### src/rtl/regfile_pkg.sv
// Shared constants and pure helpers for the register bank.
package regfile_pkg;

  localparam int unsigned DefWidth    = 16;
  localparam int unsigned DefNregs    = 14;
  localparam int unsigned DefNleft    = 2;
  localparam int unsigned DefPairBase = 6;
  localparam int unsigned DefNpairs   = 4;

  // Helpers work on fixed maximum widths; callers cast to/from their own widths.
  localparam int unsigned MaxRegs  = 64;
  localparam int unsigned MaxPairs = 32;

  typedef logic [MaxRegs-1:0]  sel_vec_t;
  typedef logic [MaxPairs-1:0] pair_vec_t;

  // Logical-to-physical select remap: a set map bit swaps the two selects of its pair.
  function automatic sel_vec_t remap_sel(input sel_vec_t sel, input pair_vec_t map,
                                         input int unsigned pair_base,
                                         input int unsigned npairs);
    sel_vec_t res;
    res = sel;
    for (int unsigned i = 0; i < MaxRegs; i++) begin
      if (i >= pair_base && i < pair_base + 2 * npairs) begin
        if (map[(i - pair_base) / 2]) begin
          res[i] = sel[pair_base + ((i - pair_base) ^ 32'd1)];
        end
      end
    end
    return res;
  endfunction

  // Mask with bits lo..hi-1 set.
  function automatic sel_vec_t seg_mask(input int unsigned lo, input int unsigned hi);
    sel_vec_t res;
    for (int unsigned i = 0; i < MaxRegs; i++) begin
      res[i] = (i >= lo) && (i < hi);
    end
    return res;
  endfunction

  // True when two or more bits are set.
  function automatic logic multi_hot(input sel_vec_t v);
    return (v & (v - sel_vec_t'(1))) != '0;
  endfunction

endpackage

### src/rtl/regfile_swap_map.sv
// Exchange-mapping flops (EX/EXX style) and the logical-to-physical select remap.
module regfile_swap_map
  import regfile_pkg::*;
#(
  parameter int unsigned NREGS     = DefNregs,
  parameter int unsigned PAIR_BASE = DefPairBase,
  parameter int unsigned NPAIRS    = DefNpairs
) (
  input  logic              clk,
  input  logic              rst,
  input  logic [NPAIRS-1:0] swap,
  input  logic [NREGS-1:0]  sel,
  output logic [NPAIRS-1:0] swap_map,
  output logic [NREGS-1:0]  sel_phys
);

  logic [NPAIRS-1:0] map_q, map_d;

  // Each swap pulse toggles its pair; the toggle takes effect after the edge.
  always_comb begin
    map_d = map_q ^ swap;
  end

  // Mapping state register.
  always_ff @(posedge clk or posedge rst) begin
    if (rst) begin
      map_q <= '0;
    end else begin
      map_q <= map_d;
    end
  end

  assign swap_map = map_q;

  // Remap uses the current (pre-toggle) map.
  assign sel_phys = NREGS'(remap_sel(sel_vec_t'(sel), pair_vec_t'(map_q), PAIR_BASE, NPAIRS));

endmodule

### src/rtl/regfile_bank.sv
// Multi-bit register file on a precharged wired-AND bus that can be split
// into a left (PC) segment and a right (data) segment, or joined.
module regfile_bank
  import regfile_pkg::*;
#(
  parameter int unsigned            WIDTH     = DefWidth,
  parameter int unsigned            NREGS     = DefNregs,
  parameter int unsigned            NLEFT     = DefNleft,
  parameter int unsigned            PAIR_BASE = DefPairBase,
  parameter int unsigned            NPAIRS    = DefNpairs,
  parameter logic [WIDTH-1:0]       RESET_VAL = '0
) (
  input  logic              eclk,
  input  logic              erst,
  input  logic              r_p,
  input  logic              pc_wr,
  input  logic [WIDTH-1:0]  pc_din,
  input  logic              reg_wr,
  input  logic [WIDTH-1:0]  reg_din,
  input  logic [NREGS-1:0]  sel,
  input  logic [NPAIRS-1:0] swap,
  output logic [WIDTH-1:0]  pc_dout,
  output logic [WIDTH-1:0]  reg_dout,
  output logic [NPAIRS-1:0] swap_map,
  output logic              sel_conflict
);

  logic [WIDTH-1:0] regs_q [NREGS];
  logic [NREGS-1:0] sel_phys;
  logic [NREGS-1:0] left_mask, right_mask;
  logic [WIDTH-1:0] and_left, and_right, and_all;
  logic [WIDTH-1:0] wr_val;
  logic [WIDTH-1:0] left_bus, right_bus;
  logic             ld_left, ld_right;
  logic             conflict_d;

  regfile_swap_map #(
    .NREGS     (NREGS),
    .PAIR_BASE (PAIR_BASE),
    .NPAIRS    (NPAIRS)
  ) u_swap_map (
    .clk      (eclk),
    .rst      (erst),
    .swap     (swap),
    .sel      (sel),
    .swap_map (swap_map),
    .sel_phys (sel_phys)
  );

  assign left_mask  = NREGS'(seg_mask(0, NLEFT));
  assign right_mask = ~left_mask;

  // Wired-AND of selected storage, per segment and over the whole array.
  always_comb begin
    and_left  = '1;
    and_right = '1;
    and_all   = '1;
    for (int unsigned i = 0; i < NREGS; i++) begin
      if (sel_phys[i]) begin
        and_all = and_all & regs_q[i];
        if (left_mask[i]) begin
          and_left = and_left & regs_q[i];
        end else begin
          and_right = and_right & regs_q[i];
        end
      end
    end
  end

  // Bus resolution: writers override storage; undriven bus stays precharged high.
  always_comb begin
    wr_val = '1;
    if (pc_wr) begin
      wr_val = wr_val & pc_din;
    end
    if (reg_wr) begin
      wr_val = wr_val & reg_din;
    end
    if (r_p) begin
      left_bus  = (pc_wr || reg_wr) ? wr_val : and_all;
      right_bus = left_bus;
    end else begin
      left_bus  = pc_wr ? pc_din : and_left;
      right_bus = reg_wr ? reg_din : and_right;
    end
  end

  // Load enables and the storage-driven multi-select flag.
  always_comb begin
    ld_left  = pc_wr | (r_p & reg_wr);
    ld_right = reg_wr | (r_p & pc_wr);
    if (r_p) begin
      conflict_d = !(pc_wr || reg_wr) && multi_hot(sel_vec_t'(sel_phys));
    end else begin
      conflict_d = (!pc_wr && multi_hot(sel_vec_t'(sel_phys & left_mask))) ||
                   (!reg_wr && multi_hot(sel_vec_t'(sel_phys & right_mask)));
    end
  end

  // Register storage; every selected register in a loading segment takes the bus value.
  always_ff @(posedge eclk or posedge erst) begin
    if (erst) begin
      for (int unsigned i = 0; i < NREGS; i++) begin
        regs_q[i] <= RESET_VAL;
      end
    end else begin
      for (int unsigned i = 0; i < NREGS; i++) begin
        if (sel_phys[i]) begin
          if (left_mask[i]) begin
            if (ld_left) begin
              regs_q[i] <= left_bus;
            end
          end else if (ld_right) begin
            regs_q[i] <= right_bus;
          end
        end
      end
    end
  end

  // Output registers; left bus is presented inverted.
  always_ff @(posedge eclk or posedge erst) begin
    if (erst) begin
      pc_dout      <= '1;
      reg_dout     <= '0;
      sel_conflict <= 1'b0;
    end else begin
      pc_dout      <= ~left_bus;
      reg_dout     <= right_bus;
      sel_conflict <= conflict_d;
    end
  end

endmodule

### config.mk
export PLATFORM = sky130hd
export DESIGN_NAME = regfile_bank
export DESIGN_NICKNAME = d
export VERILOG_FILES = /design/src/rtl/regfile_pkg.sv /design/src/rtl/regfile_swap_map.sv /design/src/rtl/regfile_bank.sv
export SDC_FILE = /design/constraint.sdc
export NUM_CORES = 1
export LEC_CHECK = 0
export BUFFER_PORTS_ARGS = -buffer_cell sky130_fd_sc_hd__buf_2
export CAP_MARGIN = 10
export CORE_MARGIN = 5
export CORE_UTILIZATION = 30
export DETAILED_ROUTE_END_ITERATION = 12
export GPL_TIMING_DRIVEN = 0
export PLACE_DENSITY_LB_ADDON = 0.12
export SLEW_MARGIN = 10
export SYNTH_ARGS = -nofsm -noshare
export SYNTH_HDL_FRONTEND = slang
export SYNTH_SLANG_ARGS = --single-unit
### constraint.sdc
create_clock -name eclk -period 14.8 [get_ports eclk]
set_input_delay 2.22 -clock eclk [delete_from_list [all_inputs] [get_ports eclk]]
set_output_delay 2.22 -clock eclk [all_outputs]
set_load 0.02 [all_outputs]
==> Flow_metrics.wiki, run 1 <==
{| class="wikitable"
! Metric !! Value
|-
| Kind of end point of the critical path || flip-flop
|-
| Full die area || 45300 um^2
|-
| Final critical-path required period || 4550 ps
|-
| Maximum achievable frequency || 220 MHz
|-
| Worst Setup SP || sel[13]
|-
| Core Footprint || 40800 um^2
|-
| Transition time of the tightest slew-check pin || 1020 ps
|-
| Critical Path Start Type || input port
|-
| Total standard cell area after synthesis || 12400 um^2
|-
| Setup violation total in the final timing report || 0
|-
| Dominant cell type by area after synthesis || dfrtp_1
|-
| Number of max-cap violations || 0
|-
| Pin count of the biggest net entering global routing || 105
|-
| Total routing resource utilization after global routing || 18.2%
|-
| Antenna violations before repair || 3
|-
| Delay of the slowest critical-path stage || 780 ps
|-
| Post-CTS Hold Fix Bufs || 0
|-
| Number of global-route vias before repair || 9772
|-
| Initial standard-cell utilization of the core || 30.3%
|-
| Number of nets produced by synthesis || 1270
|-
| CTS tree || built
|-
| Utilization of the core after routing || 35.7%
|-
| Primary FF master, synth || dfrtp_1
|-
| Synth warn || 0
|-
| Detail-routed via count per cell || 5.19
|-
| Average size of a mapped cell || 10.2 um^2
|-
| Clock Skews || 28.0 ps
|-
| Synthesized netlist cell count || 1215
|-
| Resized Gates After CTS || 0
|-
| CTS root buf || clkbuf_16
|-
| Number of synthesized register bits || 261
|-
| Cell type of the slowest stage on the worst timing path || nor4_1
|-
| Top area cells in the synthesized netlist || dfrtp_1, mux2_2, o21ai_1
|-
| Static power due to leakage || 6.20 nW
|-
| Cell variety after synth || 60
|-
| Number of filler instances in the final layout || 4188
|-
| Number of slew-limit violations in the final report || 0
|-
| Top delay family on crit path || buffers and inverters
|-
| Post-place instance area || 13500 um^2
|-
| Std cell rows || 74
|-
| Area share of the largest cell type after synthesis || 49.6%
|-
| 1st-iter DRT viols || 710
|-
| Syn-to-layout area delta || 18.0%
|-
| First-pass iteration count of the detailed router || 7
|-
| Cells along the critical path || buf_2 > mux2i_2 > buf_4 > o22ai_1 > nor4_1 > a21o_1 > o211ai_1 > clkbuf_1 > o21ai_1
|-
| Outcome || finished, final reports clean
|-
| Number of buffers created by CTS || 31
|-
| Die Span Y || 213 um
|-
| Residual DRC || 0
|-
| Worst slew margin || 31.1%
|-
| Peak ir drop on the vdd network || 0.129 mV
|-
| Required time of the critical path || 15280 ps
|-
| IO Count || 92
|-
| Most common cell after layout, fill and taps aside || dfrtp_1
|-
| Global placer's final weighted congestion || 0.845
|-
| Overflow left after global routing || 0
|-
| Wirelength per Cell || 22.1 um
|-
| P per Cell Area || 175 nW/um^2
|-
| Number of buffers between clock root and the deepest sink || 3
|-
| Worst-case setup margin in the final layout || 10250 ps
|-
| Critical register-to-register path startpoint || u_swap_map.swap_map[3]
|-
| Crit share post-route || 30.8%
|-
| Hold Violations, Final || 0
|-
| Worst Hold Launch || regs_q[38]
|-
| # nets final || 1393
|-
| Unrepaired setup endpoints after global routing || no
|-
| Worst Path Buf+Inv || 3
|-
| H-tree Lvls || 1
|-
| Number of enable-type register cells in the synthesized netlist || 0
|-
| Final ANT Viol Nets || 0
|-
| Clock slew at the register clock pins of the worst setup and hold paths || 60 ps
|-
| Post-route standard cell area excluding fillers || 14600 um^2
|-
| Largest fanout on the critical path || 10
|-
| Worst-skew pair later-pin latency || 590 ps
|-
| Data arrival at the endpoint of the critical path || 5030 ps
|-
| Part of the Yosys area used for sequential elements || 53.0%
|-
| Post-route setup TNS || 0 ps
|-
| Most frequent cells in the layout || dfrtp_1, nand2_1, o21ai_1, buf_2, o22ai_1
|-
| Detail Placement HPWL || 29700 um
|-
| X dimension of the die || 213 um
|-
| Via total after detailed routing || 9834
|-
| Min-Delay Path Class || flip-flop to flip-flop
|-
| Number of buffers inserted to repair setup after CTS || 0
|-
| Global-route wire length before repair || 63200 um
|-
| Worst Setup Slack post-DPL || 9690 ps
|-
| Post-layout total power || 2.55 mW
|-
| Async S/R FF share, synth || 100%
|-
| Worst setup path class || input port to flip-flop
|-
| Number of buffers added on ports || 88
|-
| Share of final-layout standard cells stronger than drive strength 1 || 22.5%
|-
| Post-detailed-routing wire length || 41800 um
|-
| TritonCTS Sinks || 261
|}
## final cells by class
type / instances / area [um^2] / area share [%]
antenna: 1 / 2.50 / 0.0172
buffer: 91 / 435 / 2.99
clock buffer: 54 / 1000 / 6.88
clock inverter: 4 / 48.8 / 0.335
inverter: 34 / 135 / 0.927
multi-input combinational: 829 / 5240 / 35.9
sequential: 261 / 6550 / 44.9
tap: 532 / 666 / 4.57
timing repair buffer: 90 / 495 / 3.40
## cell families (layout without fill, tap and decap cells)
family / Yosys count / count (layout) / synth area share, %
adders and majority gates: 1 / 1 / 0.0810
buffers and inverters: 125 / 273 / 4.56
muxes: 114 / 114 / 10.7
other: 0 / 1 / 0
DFF: 261 / 261 / 53.0
and+or+nand+nor: 326 / 326 / 12.3
AOI/OAI and AO/OA: 384 / 384 / 19.0
xor gates and xnor gates: 4 / 4 / 0.284
## final timing paths
check | endpoint | slack [ps] | depth (start not counted)
setup / recovery | regs_q[92] | 10250 | 9
hold / removal | regs_q[38] | 480 | 2
setup reg to reg | regs_q[92] | 11420 | 9
hold reg to reg | regs_q[38] | 480 | 2
max in group asynchronous | regs_q[56] | 11760 | 4
min in group asynchronous | reg_dout[9] | 1700 | 2
## worst reg2reg max path: cells and delay by family, from the launching register on
kind / cells / cell delay [ps]
AND/OR/NAND/NOR: 1 / 780
AO/OA/AOI/OAI: 4 / 760
flip-flops: 1 / 340
multiplexers: 1 / 550
buffers and inverters: 3 / 880
## sequential cells by signal, summed over array words and instances, names as in the netlist
signal,count
u_swap_map.swap_map,4
pc_dout,16
regs_q,224
sel_conflict,1
reg_dout,16
## where the power goes
group	internal [mW]	total, mW	switching, mW	leakage, nW
Sequential	0.925	1.03	0.104	3.12
Clock	0.471	0.780	0.309	0.520
Combinational	0.291	0.739	0.448	2.57
## routing by layer
| metal | global-route usage, % | vias up | share of wire, % | routed length, um |
|---|---|---|---|---|
| met5 | 0 | - | 0.038 | 16 |
| met4 | 4.19 | 2 | 2.2 | 938 |
| met3 | 3.13 | 63 | 5.9 | 2460 |
| met2 | 28.2 | 296 | 45 | 18700 |
| met1 | 26.9 | 4849 | 47 | 19800 |
| li1 | - | 4624 | - | - |
## cells in the mapped netlist (all sizes together), types with 3 or more instances
cell	n
a211oi	3
a21oi	58
a22oi	6
a31oi	10
and2	4
and3	8
buf	35
clkbuf	56
dfrtp	245
dfstp	16
inv	34
mux2	86
mux2i	28
nand2	155
nand2b	38
nand3	19
nand4	3
nor2	67
nor3	13
nor4	12
o211ai	8
o21a	7
o21ai	156
o221ai	15
o22a	6
o22ai	87
o2bb2ai	9
o31a	5
or3	3
xor2	4
## metrics by stage
step / hold slack, ps / instances
2_1_floorplan: 447 / 1215
3_5_place_dp: 466 / 1837
4_1_cts: 479 / 1895
6_report: 475 / 1896
5_1_grt: 490 / 1895
3_3_place_gp: 462 / 1835
(Power assumes the default switching activity.)
==> run 2, diff against run 1 <==
==> constraint.sdc (replaced) <==
create_clock -name eclk -period 4.2 [get_ports eclk]
set_input_delay 0.63 -clock eclk [delete_from_list [all_inputs] [get_ports eclk]]
set_output_delay 0.63 -clock eclk [all_outputs]
set_load 0.02 [all_outputs]
==> run 2 against run 1 <==
Utilization grew 0.60 points. Sequential power rose to 3.5 times the previous value. Die area did not move. Total power rose to 3.7 times the previous value. Sequential share of layout area is 0.74 points lower. Non-clock buffer count is 6 higher. Worst hold slack got worse by 340 ps. First-iteration DRC count down 3.2%. Via count grew 0.98%. Critical path depth unchanged. Routed wire length is 0.21% lower. Highest routed layer unchanged.
==> Flow_metrics.wiki, run 2 (same netlist as run 1, synthesis figures left out) <==
{| class="wikitable"
! Metric !! Value
|-
| Outcome || finished, final reports clean
|-
| Worst Setup SP || u_swap_map.swap_map[3]
|-
| Finished Layout Cells || 1901 (+0.26%)
|-
| Number of buffers added on ports || 88 (unchanged)
|-
| Share of final-layout standard cells stronger than drive strength 1 || 23.2% (+0.70 points)
|-
| Most common cell after layout, fill and taps aside || dfrtp_1
|-
| Hold Violations, Final || 0 (unchanged)
|-
| Static power due to leakage || 6.32 nW (+1.9%)
|-
| Area of combinational cells with multiple inputs || 5240 um^2 (unchanged)
|-
| First-pass iteration count of the detailed router || 5 (-2)
|-
| IO Count || 92 (unchanged)
|-
| Worst-skew pair later-pin latency || 540 ps (-50 ps)
|-
| Number of filler instances in the final layout || 4163 (-0.60%)
|-
| Post-place instance area || 13600 um^2 (+0.75%)
|-
| P per Cell Area || 630 nW/um^2 (+260%)
|-
| Setup violation total in the final timing report || 0 (unchanged)
|-
| Residual DRC || 0 (unchanged)
|-
| Kind of end point of the critical path || flip-flop
|-
| Capture instance of the worst register-to-register path || regs_q[44]
|-
| Global-route wire length before repair || 64000 um (+1.2%)
|-
| Number of buffers between clock root and the deepest sink || 3 (unchanged)
|-
| Number of max-cap violations || 0 (unchanged)
|-
| Critical register-to-register path startpoint || u_swap_map.swap_map[3]
|-
| Global placer's final weighted congestion || 0.826 (-2.1%)
|-
| Std cell rows || 74 (unchanged)
|-
| Post-detailed-routing wire length || 41700 um (-0.21%)
|-
| Clock slew at the register clock pins of the worst setup and hold paths || 60 ps (about the same)
|-
| Number of buffers inserted to repair setup after CTS || 0 (unchanged)
|-
| Number of antenna diodes || 0 (-1)
|-
| Detail Placement HPWL || 30200 um (+1.6%)
|-
| Placed instance count || 1843 (+0.33%)
|-
| Peak ir drop on the vdd network || 0.300 mV (+130%)
|-
| FF/Latch Area || 6550 um^2 (unchanged)
|-
| Worst reg2reg setup slack || 700 ps (-10720 ps)
|-
| Full die area || 45300 um^2 (unchanged)
|-
| Largest register FFs || 224 (unchanged)
|-
| H-tree Lvls || 2 (+1)
|-
| Detail-routed via count per cell || 5.22 (+0.71%)
|-
| Pin count of the biggest net entering global routing || 36 (-66%)
|-
| Worst setup path class || flip-flop to flip-flop
|-
| # nets final || 1402 (+0.65%)
|-
| Largest registers ranked by flip-flop count || regs_q x224, pc_dout x16, reg_dout x16
|-
| Worst slew margin || 19.6% (-11 points)
|-
| Unrepaired setup endpoints after global routing || no
|-
| Number of slew-limit violations in the final report || 0 (unchanged)
|-
| Initial standard-cell utilization of the core || 30.3% (unchanged)
|-
| Largest register by flop count || regs_q
|-
| Number of global-route vias before repair || 9946 (+1.8%)
|-
| Overflow left after global routing || 0 (unchanged)
|-
| Final critical-path required period || 3500 ps
|-
| Syn-to-layout area delta || 20.0%
|-
| CTS tree || built
|-
| Required time of the critical path || 4650 ps (-10630 ps)
|-
| Crit share post-route || 83.2%
|-
| Wirelength per Cell || 22.0 um (-0.47%)
|-
| Number of cells on the worst reg-to-reg path || 9 (unchanged)
|-
| X dimension of the die || 213 um (unchanged)
|-
| 1st-iter DRT viols || 687 (-3.2%)
|-
| Most frequent cells in the layout || dfrtp_1, nand2_1, o21ai_1, buf_2, o22ai_1
|-
| Resized Gates After CTS || 0 (unchanged)
|-
| Final ANT Viol Nets || 0 (unchanged)
|-
| Maximum achievable frequency || 286 MHz
|-
| CTS root buf || clkbuf_16
|-
| Min-Delay Path Class || input port to async pin
|-
| Post-route standard cell area excluding fillers || 14800 um^2 (+1.7%)
|-
| TritonCTS Sinks || 261 (unchanged)
|-
| Total routing resource utilization after global routing || 18.6% (+0.34 points)
|-
| Antenna violations before repair || 2 (-1)
|-
| Die Span Y || 213 um (unchanged)
|-
| Via total after detailed routing || 9930 (+0.98%)
|-
| Data arrival at the endpoint of the critical path || 3950 ps (-1080 ps)
|-
| Critical Path Start Type || flip-flop
|-
| Clock Skews || 20.0 ps (-8.01 ps)
|-
| Number of buffers created by CTS || 34 (+9.7%)
|-
| Post-CTS Hold Fix Bufs || 0 (unchanged)
|-
| Core Footprint || 40800 um^2 (unchanged)
|-
| Transition time of the tightest slew-check pin || 1190 ps (+170 ps)
|-
| Largest fanout on the critical path || 10 (unchanged)
|}
-- run 2: per-layer routing --
layer	global-route usage [%]	part of all wire [%]	up-vias	wire length (um)
li1	-	-	4646	-
met1	27.3	48	4901	19900
met2	27.9	44	301	18300
met3	3.14	5.5	78	2310
met4	6.00	2.9	4	1190
met5	0	0.055	-	23
-- run 2: area by class of cell --
cell class | instances | area share (%)
inverters | 34 | 0.887
repair buffers | 96 | 4.05
flip-flops and latches | 261 | 44.2
multi-input cells | 829 | 35.4
clock inverters | 9 | 0.979
plain buffers | 91 | 2.94
well taps | 532 | 4.49
clock buffers | 49 | 7.09
-- run 2: power by group --
part / internal (mW) / leakage (nW) / switching [mW]
combinational: 1.03 / 2.61 / 1.57
sequential: 3.26 / 3.12 / 0.373
clock: 1.97 / 0.594 / 1.12
total: 6.27 / 6.32 / 3.06
-- run 2: metrics by stage --
step	setup TNS, ps	power (mW)	setup WS (ps)	hold slack (ps)	util, %
CTS	0	9.44	788	117	36.3
global placement	-434270	6.24	-1780	462	33.0
global route	0	9.87	522	152	36.3
detailed placement	0	6.29	661	467	33.4
floorplan	0	5.41	142	447	-
finish	0	9.34	705	131	36.3
-- run 2: critical path, stage by stage, from the launching register on --
cell,delay (ps)
dfrtp_1,340
buf_2,210
mux2i_2,550
buf_4,330
o22ai_1,110
nor4_1,910
a21o_1,240
o211ai_1,170
clkbuf_1,320
o21ai_1,210
-- run 2: how the worst max path moves through the flow --
stage	to	slack [ps]
2_1_floorplan	reg_dout[0]	140
3_3_place_gp	regs_q[7]	-1780
3_5_place_dp	regs_q[44]	660
4_1_cts	regs_q[108]	790
5_1_grt	regs_q[92]	520
6_report	regs_q[44]	700
